File: src/rtl/bcd_scan_if.sv
// bcd_scan_if: counter-word inputs and display-pin outputs of the scan controller
interface bcd_scan_if;
  logic [8:0] word_lo;
  logic [8:0] word_hi;
  logic       enable;
  logic [3:0] brightness;
  logic [6:0] seg;
  logic [3:0] an;
  logic       frame_start;
  logic       fmt_err;
  modport master (output word_lo, word_hi, enable, brightness, input seg, an, frame_start, fmt_err);
  modport slave (input word_lo, word_hi, enable, brightness, output seg, an, frame_start, fmt_err);
endinterface

File: src/rtl/bcd_scan_ctrl.sv
// bcd_scan_ctrl: four-digit 7-segment scanner with dead-time, PWM, leading-zero blanking and frame-atomic commit
module bcd_scan_ctrl #(
  parameter int F_CLK_HZ       = 25_000_000,
  parameter int SCAN_HZ        = 1000,
  parameter int BLANK_CYCLES   = 64,
  parameter int LZ_BLANK       = 1,
  parameter int SEG_ACTIVE_LOW = 1,
  parameter int AN_ACTIVE_LOW  = 1
) (
  input  logic       clk,
  input  logic       reset_n,
  bcd_scan_if.slave  bus
);
  localparam int SLOT_TKS = F_CLK_HZ / SCAN_HZ;
  localparam logic [6:0] SEG_OFF = (SEG_ACTIVE_LOW != 0) ? 7'h7F : 7'h00;
  localparam logic [3:0] AN_OFF = (AN_ACTIVE_LOW != 0) ? 4'hF : 4'h0;
  localparam logic [15:0][6:0] SEG_LUT = {
    {6{7'b1000000}},
    7'b1101111, 7'b1111111, 7'b0000111, 7'b1111101, 7'b1101101,
    7'b1100110, 7'b1001111, 7'b1011011, 7'b0000110, 7'b0111111
  };
  typedef enum logic {BLANK, ON} state_t;
  state_t      state_q, state_d;
  logic [31:0] slot_cnt_q, slot_cnt_d;
  logic [1:0]  idx_q, idx_d;
  logic [7:0]  lo_q, lo_d, hi_q, hi_d;
  logic [15:0] disp_q, disp_d;
  logic [6:0]  seg_q, seg_d;
  logic [3:0]  an_q, an_d;
  logic        fs_q, fs_d, err_q, err_d;
  logic        wrap, commit, lz;
  logic [3:0]  digit, pwm;
  always_comb begin
    wrap       = slot_cnt_q == 32'(SLOT_TKS - 1);
    commit     = wrap && idx_q == 2'd3;
    slot_cnt_d = wrap ? '0 : slot_cnt_q + 32'd1;
    idx_d      = wrap ? idx_q + 2'd1 : idx_q;
    state_d    = (slot_cnt_d < 32'(BLANK_CYCLES)) ? BLANK : ON;
    lo_d       = bus.word_lo[8] ? lo_q : bus.word_lo[7:0];
    hi_d       = bus.word_hi[8] ? bus.word_hi[7:0] : hi_q;
    err_d      = err_q | bus.word_lo[8] | ~bus.word_hi[8];
    // commit reads the pre-edge shadow, so a same-edge capture waits a frame
    disp_d     = commit ? {hi_q, lo_q} : disp_q;
    fs_d       = commit;
    digit      = disp_q[{idx_q, 2'b00} +: 4];
    pwm        = slot_cnt_q[3:0] - 4'(BLANK_CYCLES);
    lz         = (LZ_BLANK != 0) && (idx_q == 2'd3 ? disp_q[15:12] == 4'd0 :
                                     idx_q == 2'd2 ? disp_q[15:8] == 8'd0 :
                                     idx_q == 2'd1 ? disp_q[15:4] == 12'd0 : 1'b0);
    seg_d      = SEG_LUT[digit] ^ SEG_OFF;
    an_d       = AN_OFF ^ ((state_q == ON && bus.enable && pwm <= bus.brightness && !lz) ?
                           4'b0001 << idx_q : 4'b0000);
  end
  always_ff @(posedge clk or negedge reset_n)
    if (!reset_n) begin
      state_q    <= BLANK;
      slot_cnt_q <= '0;
      idx_q      <= '0;
      lo_q       <= '0;
      hi_q       <= '0;
      disp_q     <= '0;
      seg_q      <= SEG_OFF;
      an_q       <= AN_OFF;
      fs_q       <= 1'b0;
      err_q      <= 1'b0;
    end else begin
      state_q    <= state_d;
      slot_cnt_q <= slot_cnt_d;
      idx_q      <= idx_d;
      lo_q       <= lo_d;
      hi_q       <= hi_d;
      disp_q     <= disp_d;
      seg_q      <= seg_d;
      an_q       <= an_d;
      fs_q       <= fs_d;
      err_q      <= err_d;
    end
  assign bus.seg         = seg_q;
  assign bus.an          = an_q;
  assign bus.frame_start = fs_q;
  assign bus.fmt_err     = err_q;
endmodule

File: src/flat_wrapper.sv
// flat-port wrapper written by rule: the top's interface ports become plain ports
module bcd_scan_ctrl_flat 
#(
  parameter int F_CLK_HZ       = 25_000_000,
  parameter int SCAN_HZ        = 1000,
  parameter int BLANK_CYCLES   = 64,
  parameter int LZ_BLANK       = 1,
  parameter int SEG_ACTIVE_LOW = 1,
  parameter int AN_ACTIVE_LOW  = 1
)
  (clk, reset_n, bus_word_lo, bus_word_hi, bus_enable, bus_brightness, bus_seg, bus_an, bus_frame_start, bus_fmt_err);
  bcd_scan_if bus_i ();
  input  logic clk;
  input  logic reset_n;
  input wire logic [$bits(bus_i.word_lo)-1:0] bus_word_lo;
  input wire logic [$bits(bus_i.word_hi)-1:0] bus_word_hi;
  input wire logic [$bits(bus_i.enable)-1:0] bus_enable;
  input wire logic [$bits(bus_i.brightness)-1:0] bus_brightness;
  output wire logic [$bits(bus_i.seg)-1:0] bus_seg;
  output wire logic [$bits(bus_i.an)-1:0] bus_an;
  output wire logic [$bits(bus_i.frame_start)-1:0] bus_frame_start;
  output wire logic [$bits(bus_i.fmt_err)-1:0] bus_fmt_err;
  assign bus_i.word_lo = bus_word_lo;
  assign bus_i.word_hi = bus_word_hi;
  assign bus_i.enable = bus_enable;
  assign bus_i.brightness = bus_brightness;
  assign bus_seg = bus_i.seg;
  assign bus_an = bus_i.an;
  assign bus_frame_start = bus_i.frame_start;
  assign bus_fmt_err = bus_i.fmt_err;
  bcd_scan_ctrl #(.F_CLK_HZ(F_CLK_HZ), .SCAN_HZ(SCAN_HZ), .BLANK_CYCLES(BLANK_CYCLES), .LZ_BLANK(LZ_BLANK), .SEG_ACTIVE_LOW(SEG_ACTIVE_LOW), .AN_ACTIVE_LOW(AN_ACTIVE_LOW)) u_core (.clk(clk), .reset_n(reset_n), .bus(bus_i));
endmodule
File: config.mk
export PLATFORM = sky130hd
export DESIGN_NAME = bcd_scan_ctrl_flat
export DESIGN_NICKNAME = d
export VERILOG_FILES = /design/src/rtl/bcd_scan_if.sv /design/src/rtl/bcd_scan_ctrl.sv /design/src/flat_wrapper.sv
export SDC_FILE = /design/constraint.sdc
export NUM_CORES = 1
export LEC_CHECK = 0
export CORE_ASPECT_RATIO = 0.9
export CORE_MARGIN = 5
export CORE_UTILIZATION = 50
export CTS_BUF_LIST = sky130_fd_sc_hd__clkbuf_16
export CTS_CLUSTER_SIZE = 24
export DETAILED_ROUTE_END_ITERATION = 10
export PLACE_DENSITY = 0.84
export SLEW_MARGIN = 25
export SYNTH_ARGS = -nofsm -noshare
export SYNTH_HDL_FRONTEND = slang
export SYNTH_SLANG_ARGS = --single-unit
File: constraint.sdc
create_clock -name clk -period 2.1 [get_ports clk]
set_input_delay 0.63 -clock clk [delete_from_list [all_inputs] [get_ports clk]]
set_output_delay 0.63 -clock clk [all_outputs]
set_load 0.02 [all_outputs]
==> flow_summary_export.csv, run 1 <==
group,metric,value,unit
detailed_routing,vias,3264,
synthesis,synth_flop_cell,"dfrtp_1",
grt,grt_pass1_vias,3223,
setup_path,crit_path_start,"u_core.slot_cnt_q[11]",
grt,grtUsageTotal,21.5,%
setup_path,crit_required,2.29,ns
timing,period_needed,2.42,ns
floorplanning,initial_utilization,51.3,%
timing,whs,0.141,ns
worst_hold_path,hp-class,"input port to async pin",
floorplanning,num_rows,30,
floorplanning,die_w,103,um
finish,layout.nets,478,
clock_tree,clkTransAtPathRegs,0.06,ns
pwr,swShare,22.4,%
timing,fin_worst_skew,0.00925,ns
setup_path,r2r_cells,8,
finish,drive_gt1_share,36.3,%
synthesis,yosys.area.top_type,"dfrtp_1",
grt,overflow,0,
floorplanning,coreArea,7540,sq um
synthesis,synth.most_common_cell,"dfrtp_1",
place,dp_hpwl,6580,um
setup_path,path_max_fanout,2,
run_status,outcome,"complete, but fails checks",
synthesis,synthTopCellsByCount,"69 x dfrtp_1, 26 x mux2_2, 24 x nor2_1, 22 x nand2_1, 19 x xnor2_1",
pwr,clock_power_share,48.1,%
detailed_routing,wire_per_inst,20.9,um
pwr,intPower,2.58,mW
timing,finalSetupViolations,17,
pwr,ir_drop,407,uV
place,gp_congestion,0.944,
place,place_area,4770,sq um
setup_path,cp-start-kind,"flip-flop",
floorplanning,die_h,93.5,um
detailed_routing,routed_wl,11300,um
clock_tree,cts_root_buf,"clkbuf_16",
synthesis,ys_top_cells_by_area,"dfrtp_1 45%, mux2_2 7.6%, dfstp_2 7.5%, ha_1 4.8%, xnor2_1 4.3%",
detailed_routing,drtAntennaViolNets,0,
finish,multi_input_area,2000,sq um
detailed_routing,drcViolationCount,0,
floorplanning,boundaryPins,38,
pwr,leakagePower,2.60,nW
timing,slew_headroom,68.6,%
grt,antenna_found_initial,0,
clock_tree,tritoncts,"built",
synthesis,avgSynthCellArea,11.5,sq um
synthesis,synthDistinctLibCells,45,
pwr,switchingPower,0.747,mW
synthesis,synth_seq_area_share,52.1,%
detailed_routing,drtIter0Drc,402,
setup_path,regToRegStartpoint,"u_core.slot_cnt_q[11]",
setup_path,crit_arrival,2.62,ns
timing,setup_ws,-0.322,ns
pwr,p_comb_share,4.0,%
synthesis,syn-instance-count,336,
synthesis,synth_top_area_share,44.6,%
floorplanning,die_area,9600,sq um
run_status,violations,"setup timing",
timing,hold_violations,0,
clock_tree,cts-hold-fix-buffers,0,
pwr,pwr-share-seq,47.9,%
synthesis,synthArstFlopShare,100,%
place,io_buffers,37,
timing,maxSlewViolCount,0,
clock_tree,clk_latency,0.35,ns
setup_path,timing.rr.end,"u_core.state_q",
setup_path,critPathCaptureType,"flip-flop",
grt,grt_pass1_wl,16000,um
finish,regArea,2020,sq um
clock_tree,clockBufferDepth,2,
grt,grt_max_degree,46,
finish,final_area,5470,sq um
timing,fmax,0.413,GHz
synthesis,synth_seq_cells,80,
setup_path,r2r_slack,-0.32,ns
clock_tree,numCtsBuffers,9,
synthesis,syn_area,3870,sq um
synthesis,synth-edff-count,0,
setup_path,critPathKind,"flip-flop to flip-flop",
timing,finalCritPeriodShare,115,%
detailed_routing,vias_per_cell,6.06,
synthesis,synth_fp_nets,376,
pwr,powerDensity,609,nW/um^2
finish,area_delta_synth_final,41.3,%
clock_tree,htreeDepth,3,
finish,diodes,0,
finish,fillers,438,
timing,worst_slew_pin_slew,0.466,ns
clock_tree,clock_sinks,80,
synthesis,ys_warn_count,0,
run,cap_violations,0,
detailed_routing,drt_first_pass_iters,5,
timing,rsz0062_at_grt,"true",
power by group through the flow:
stage / registers (mW) / clock network, mW / logic (mW)
detailed placement: 1.62 / 0 / 0.131
global route: 1.60 / 1.67 / 0.147
CTS: 1.59 / 1.60 / 0.132
floorplan: 1.61 / 0 / 0.0436
finish: 1.60 / 1.60 / 0.133
global placement: 1.62 / 0 / 0.125
sequential cells by signal (all words and copies together), names as in the netlist:
register                cells
u_core.bus.fmt_err          1
u_core.bus.an               4
u_core.hi_q                 8
u_core.lo_q                 8
u_core.bus.frame_start      1
u_core.state_q              1
u_core.bus.seg              7
u_core.slot_cnt_q          32
u_core.idx_q                2
u_core.disp_q              16
cell usage in the layout, fill, tap and decap left out, types with 6 or more instances in the layout:
| master | synthesis | final |
|---|---|---|
| nand4_1 | 15 | 15 |
| clkbuf_16 | 0 | 10 |
| ha_1 | 15 | 13 |
| dfstp_2 | 11 | 11 |
| dlymetal6s2s_1 | 0 | 9 |
| nor2_1 | 24 | 24 |
| buf_4 | 1 | 60 |
| nand3_1 | 17 | 16 |
| inv_1 | 11 | 11 |
| mux2_2 | 26 | 17 |
| mux2_4 | 0 | 16 |
| nand2_1 | 22 | 22 |
| clkdlybuf4s50_1 | 0 | 25 |
| xor2_1 | 11 | 11 |
| o21ai_0 | 8 | 6 |
| dfrtp_1 | 69 | 66 |
| xnor2_1 | 19 | 18 |
worst max-delay path by stage:
stage / endpoint / slack, ns / cells past startpoint
3_5_place_dp: u_core.bus.an[2] / -0.39 / 9
3_3_place_gp: u_core.bus.an[3] / -0.28 / 9
6_report: u_core.state_q / -0.32 / 8
2_1_floorplan: u_core.state_q / -0.06 / 7
4_1_cts: u_core.state_q / -0.09 / 7
5_1_grt: u_core.state_q / -0.35 / 9
metal layers:
metal | wire (um) | track usage, %
met5 | 0 | 0
met4 | 376 | 8.41
met3 | 750 | 3.95
met2 | 5620 | 34.8
met1 | 4520 | 28.5
through the flow:
stage                     util (%)  worst slack (ns)  instances  power (mW)  setup TNS (ns)
after CTS                     68.9           -0.0939        533        3.32          -0.331
after floorplan                  -           -0.0629        336        1.65         -0.0629
after global routing          72.5            -0.354        539        3.42           -1.66
after detailed placement      63.2            -0.387        512        1.75           -2.03
final                         72.5            -0.322        539        3.33          -0.882
after global placement        63.2            -0.284        512        1.74           -1.54
worst max-delay path: stages, from the launching register on:
cell and delay, ns:
dfrtp_1 0.39, nand4_1 0.23, buf_4 0.23, nor4_2 0.29, buf_4 0.17, xor2_1 0.08, or4bb_1 0.57, nor4_4 0.16
nand4_1 0.16
repair_timing:
| item | in CTS | in global routing |
|---|---|---|
| pin swaps | 11 | 15 |
| gates resized for setup | 18 | 47 |
| setup buffers | 4 | 5 |
| cloned | 1 | 1 |
| setup endpoints to repair | 23 | 30 |
cell families (layout without fill, tap and decap cells):
kind of cell / after synthesis / count (layout) / synth area share [%]
AND/OR/NAND/NOR: 121 / 121 / 17.4
flip-flops: 80 / 80 / 52.1
multiplexers: 37 / 37 / 11.6
XOR/XNOR: 30 / 30 / 6.79
AO/OA/AOI/OAI: 27 / 27 / 4.49
buffers and inverters: 26 / 133 / 2.78
adder cells (fa/ha/maj): 15 / 15 / 4.85
final cells by class:
cell class	count	area share, %
Multi-Input combinational cell	230	36.6
Tap cell	96	2.20
Timing Repair Buffer	105	17.9
Clock buffer	9	4.12
Inverter	12	0.824
Sequential cell	80	36.9
Clock inverter	7	1.40
No activity file was read; power rests on OpenSTA's default activity.
==> inputs of run 2 (changes only) <==
- CAP_MARGIN: unset -> 25
- GPL_ROUTABILITY_DRIVEN: unset -> 0
==> run 2 against run 1 <==
The flow still finishes with violations (setup timing); global-route usage is 0.070 points lower; clock-buffer cell count stayed put; die area is the same; worst hold slack better by 0.081 ns; largest power group unchanged.
==> flow_summary_export.csv, run 2 (same netlist as run 1, synthesis figures left out) <==
group,metric,value,unit
run_status,outcome,"complete, but fails checks",
run_status,violations,"setup timing",
floorplanning,die_area,9600,sq um
setup_path,crit_path_start,"u_core.slot_cnt_q[0]",
clock_tree,clock_sinks,80,
timing,finalCritPeriodShare,120,%
grt,grtUsageTotal,21.4,%
finish,drive_gt1_share,34.6,%
detailed_routing,drcViolationCount,0,
timing,maxSlewViolCount,0,
timing,fin_worst_skew,0.00801,ns
finish,final_cell_mix,"66 x dfrtp_1, 55 x buf_4, 30 x clkdlybuf4s50_1",
setup_path,crit_path_max_incr_delay,0.46,ns
setup_path,path_max_fanout,5,
place,dp_hpwl,6460,um
floorplanning,die_h,93.5,um
grt,antenna_found_initial,0,
setup_path,regToRegStartpoint,"u_core.slot_cnt_q[0]",
floorplanning,boundaryPins,38,
detailed_routing,vias,3214,
detailed_routing,drtIter0Drc,337,
finish,final_area,5310,sq um
grt,grt_max_degree,38,
floorplanning,die_w,103,um
setup_path,crit_buf_inv,1,
grt,overflow,0,
floorplanning,coreArea,7540,sq um
detailed_routing,vias_per_cell,6.03,
timing,fmax,0.396,GHz
setup_path,r2r_cells,8,
setup_path,crit_arrival,2.71,ns
timing,setup_ws,-0.427,ns
clock_tree,cts-hold-fix-buffers,0,
finish,diodes,0,
detailed_routing,drtAntennaViolNets,0,
worst_hold_path,hp-class,"input port to async pin",
setup_path,critPathCaptureType,"flip-flop",
finish,final_common_cell,"dfrtp_1",
finish,largest_reg_flops,32,
detailed_routing,routed_wl,11100,um
timing,fin_setup_tns,-1.10,ns
timing,rsz0062_at_grt,"true",
finish,area_delta_synth_final,37.3,%
setup_path,cp_num_cells,8,
setup_path,cp-start-kind,"flip-flop",
grt,grt_pass1_wl,15900,um
pwr,leakagePower,2.46,nW
pwr,ir_drop,424,uV
timing,period_needed,2.53,ns
setup_path,crit_required,2.29,ns
clock_tree,cts_root_buf,"clkbuf_16",
clock_tree,htreeDepth,3,
setup_path,crit_slowest_cell,"a2111oi_4",
place,place_area,4750,sq um
pwr,powerDensity,604,nW/um^2
clock_tree,numCtsBuffers,9,
setup_path,cpMostUsedCell,"nand4_1",
grt,grt_pass1_vias,3192,
place,io_buffers,37,
run,cap_violations,0,
detailed_routing,wire_per_inst,20.7,um
detailed_routing,drt_first_pass_iters,5,
floorplanning,num_rows,30,
timing,finalSetupViolations,17,
floorplanning,initial_utilization,51.3,%
finish,layout.nets,472,
setup_path,cpLargestDelayFamily,"compound AO/OA/AOI/OAI gates",
finish,largest_register,"u_core.slot_cnt_q",
finish,top_regs,"u_core.slot_cnt_q: 32 flops, u_core.disp_q: 16 flops",
clock_tree,clockBufferDepth,2,
clock_tree,tritoncts,"built",
timing,slew_headroom,65.7,%
timing,worst_slew_pin_slew,0.514,ns
setup_path,crit_chain,"ha_4 -> and4_4 -> nand4_1 -> buf_4 -> o21ai_1 -> o2111ai_1 -> a2111oi_4 -> nand4_1",
clock_tree,clkTransAtPathRegs,0.07,ns
setup_path,critPathKind,"flip-flop to flip-flop",
timing,hold_violations,0,
clock_tree,clk_latency,0.34,ns
==> run 2: metal layers <==
metal	track usage, %	wire length (um)	up-vias
li1	-	-	1393
met1	29.0	4520	1600
met2	33.7	5270	165
met3	4.25	781	56
met4	8.63	484	0
met5	0	0	-
==> run 2: power by group <==
part	total [mW]	leakage [nW]	internal [mW]	switching (mW)
clock	1.48	0.132	0.813	0.669
combinational	0.132	1.31	0.0756	0.0565
sequential	1.59	1.02	1.57	0.0199
==> run 2: repair_timing <==
action	4_1_cts	5_1_grt
cloned	0	1
setup endpoints to repair	23	27
setup buffers	5	1
endpoints found under the hold margin	0	0
pin swaps	6	10
gates resized for setup	9	45
==> run 2: worst paths after layout <==
path / endpoint / slack [ns]
worst max-delay path: u_core.state_q / -0.43
worst min-delay path: u_core.slot_cnt_q[25] / 0.22
worst max register to register: u_core.state_q / -0.43
worst min register to register: u_core.bus.fmt_err / 0.47
max in group asynchronous: u_core.bus.seg[2] / 1.28
min in group clk: u_core.bus.fmt_err / 0.47
==> run 2: cell type report <==
class,instances,area [sq um]
clock buffers,9,225
clock inverters,7,56.3
fillers,481,2230
inverters,12,45.0
multi-input cells,230,1950
flip-flops and latches,80,2020
well taps,96,120
repair buffers,99,902
==> run 2: worst register-to-register path: cells and delay by family (launching register included) <==
family	cells	cell delay, ns
fa+ha+maj	1	0.19
buf+inv	1	0.19
simple gates	3	0.63
flops	1	0.42
compound gates	3	0.94
==> run 2: per-stage QoR <==
| stage | hold slack (ns) | utilization [%] | cells | setup slack, ns | total power [mW] |
|---|---|---|---|---|---|
| 6_report | 0.222 | 70.4 | 533 | -0.427 | 3.21 |
| 4_1_cts | 0.234 | 67.6 | 531 | -0.168 | 3.21 |
| 3_5_place_dp | 0.451 | 63.0 | 510 | -0.373 | 1.75 |
| 3_3_place_gp | 0.453 | 63.0 | 510 | -0.282 | 1.74 |
| 5_1_grt | 0.245 | 70.4 | 533 | -0.511 | 3.32 |
| 2_1_floorplan | 0.334 | - | 336 | -0.0629 | 1.65 |
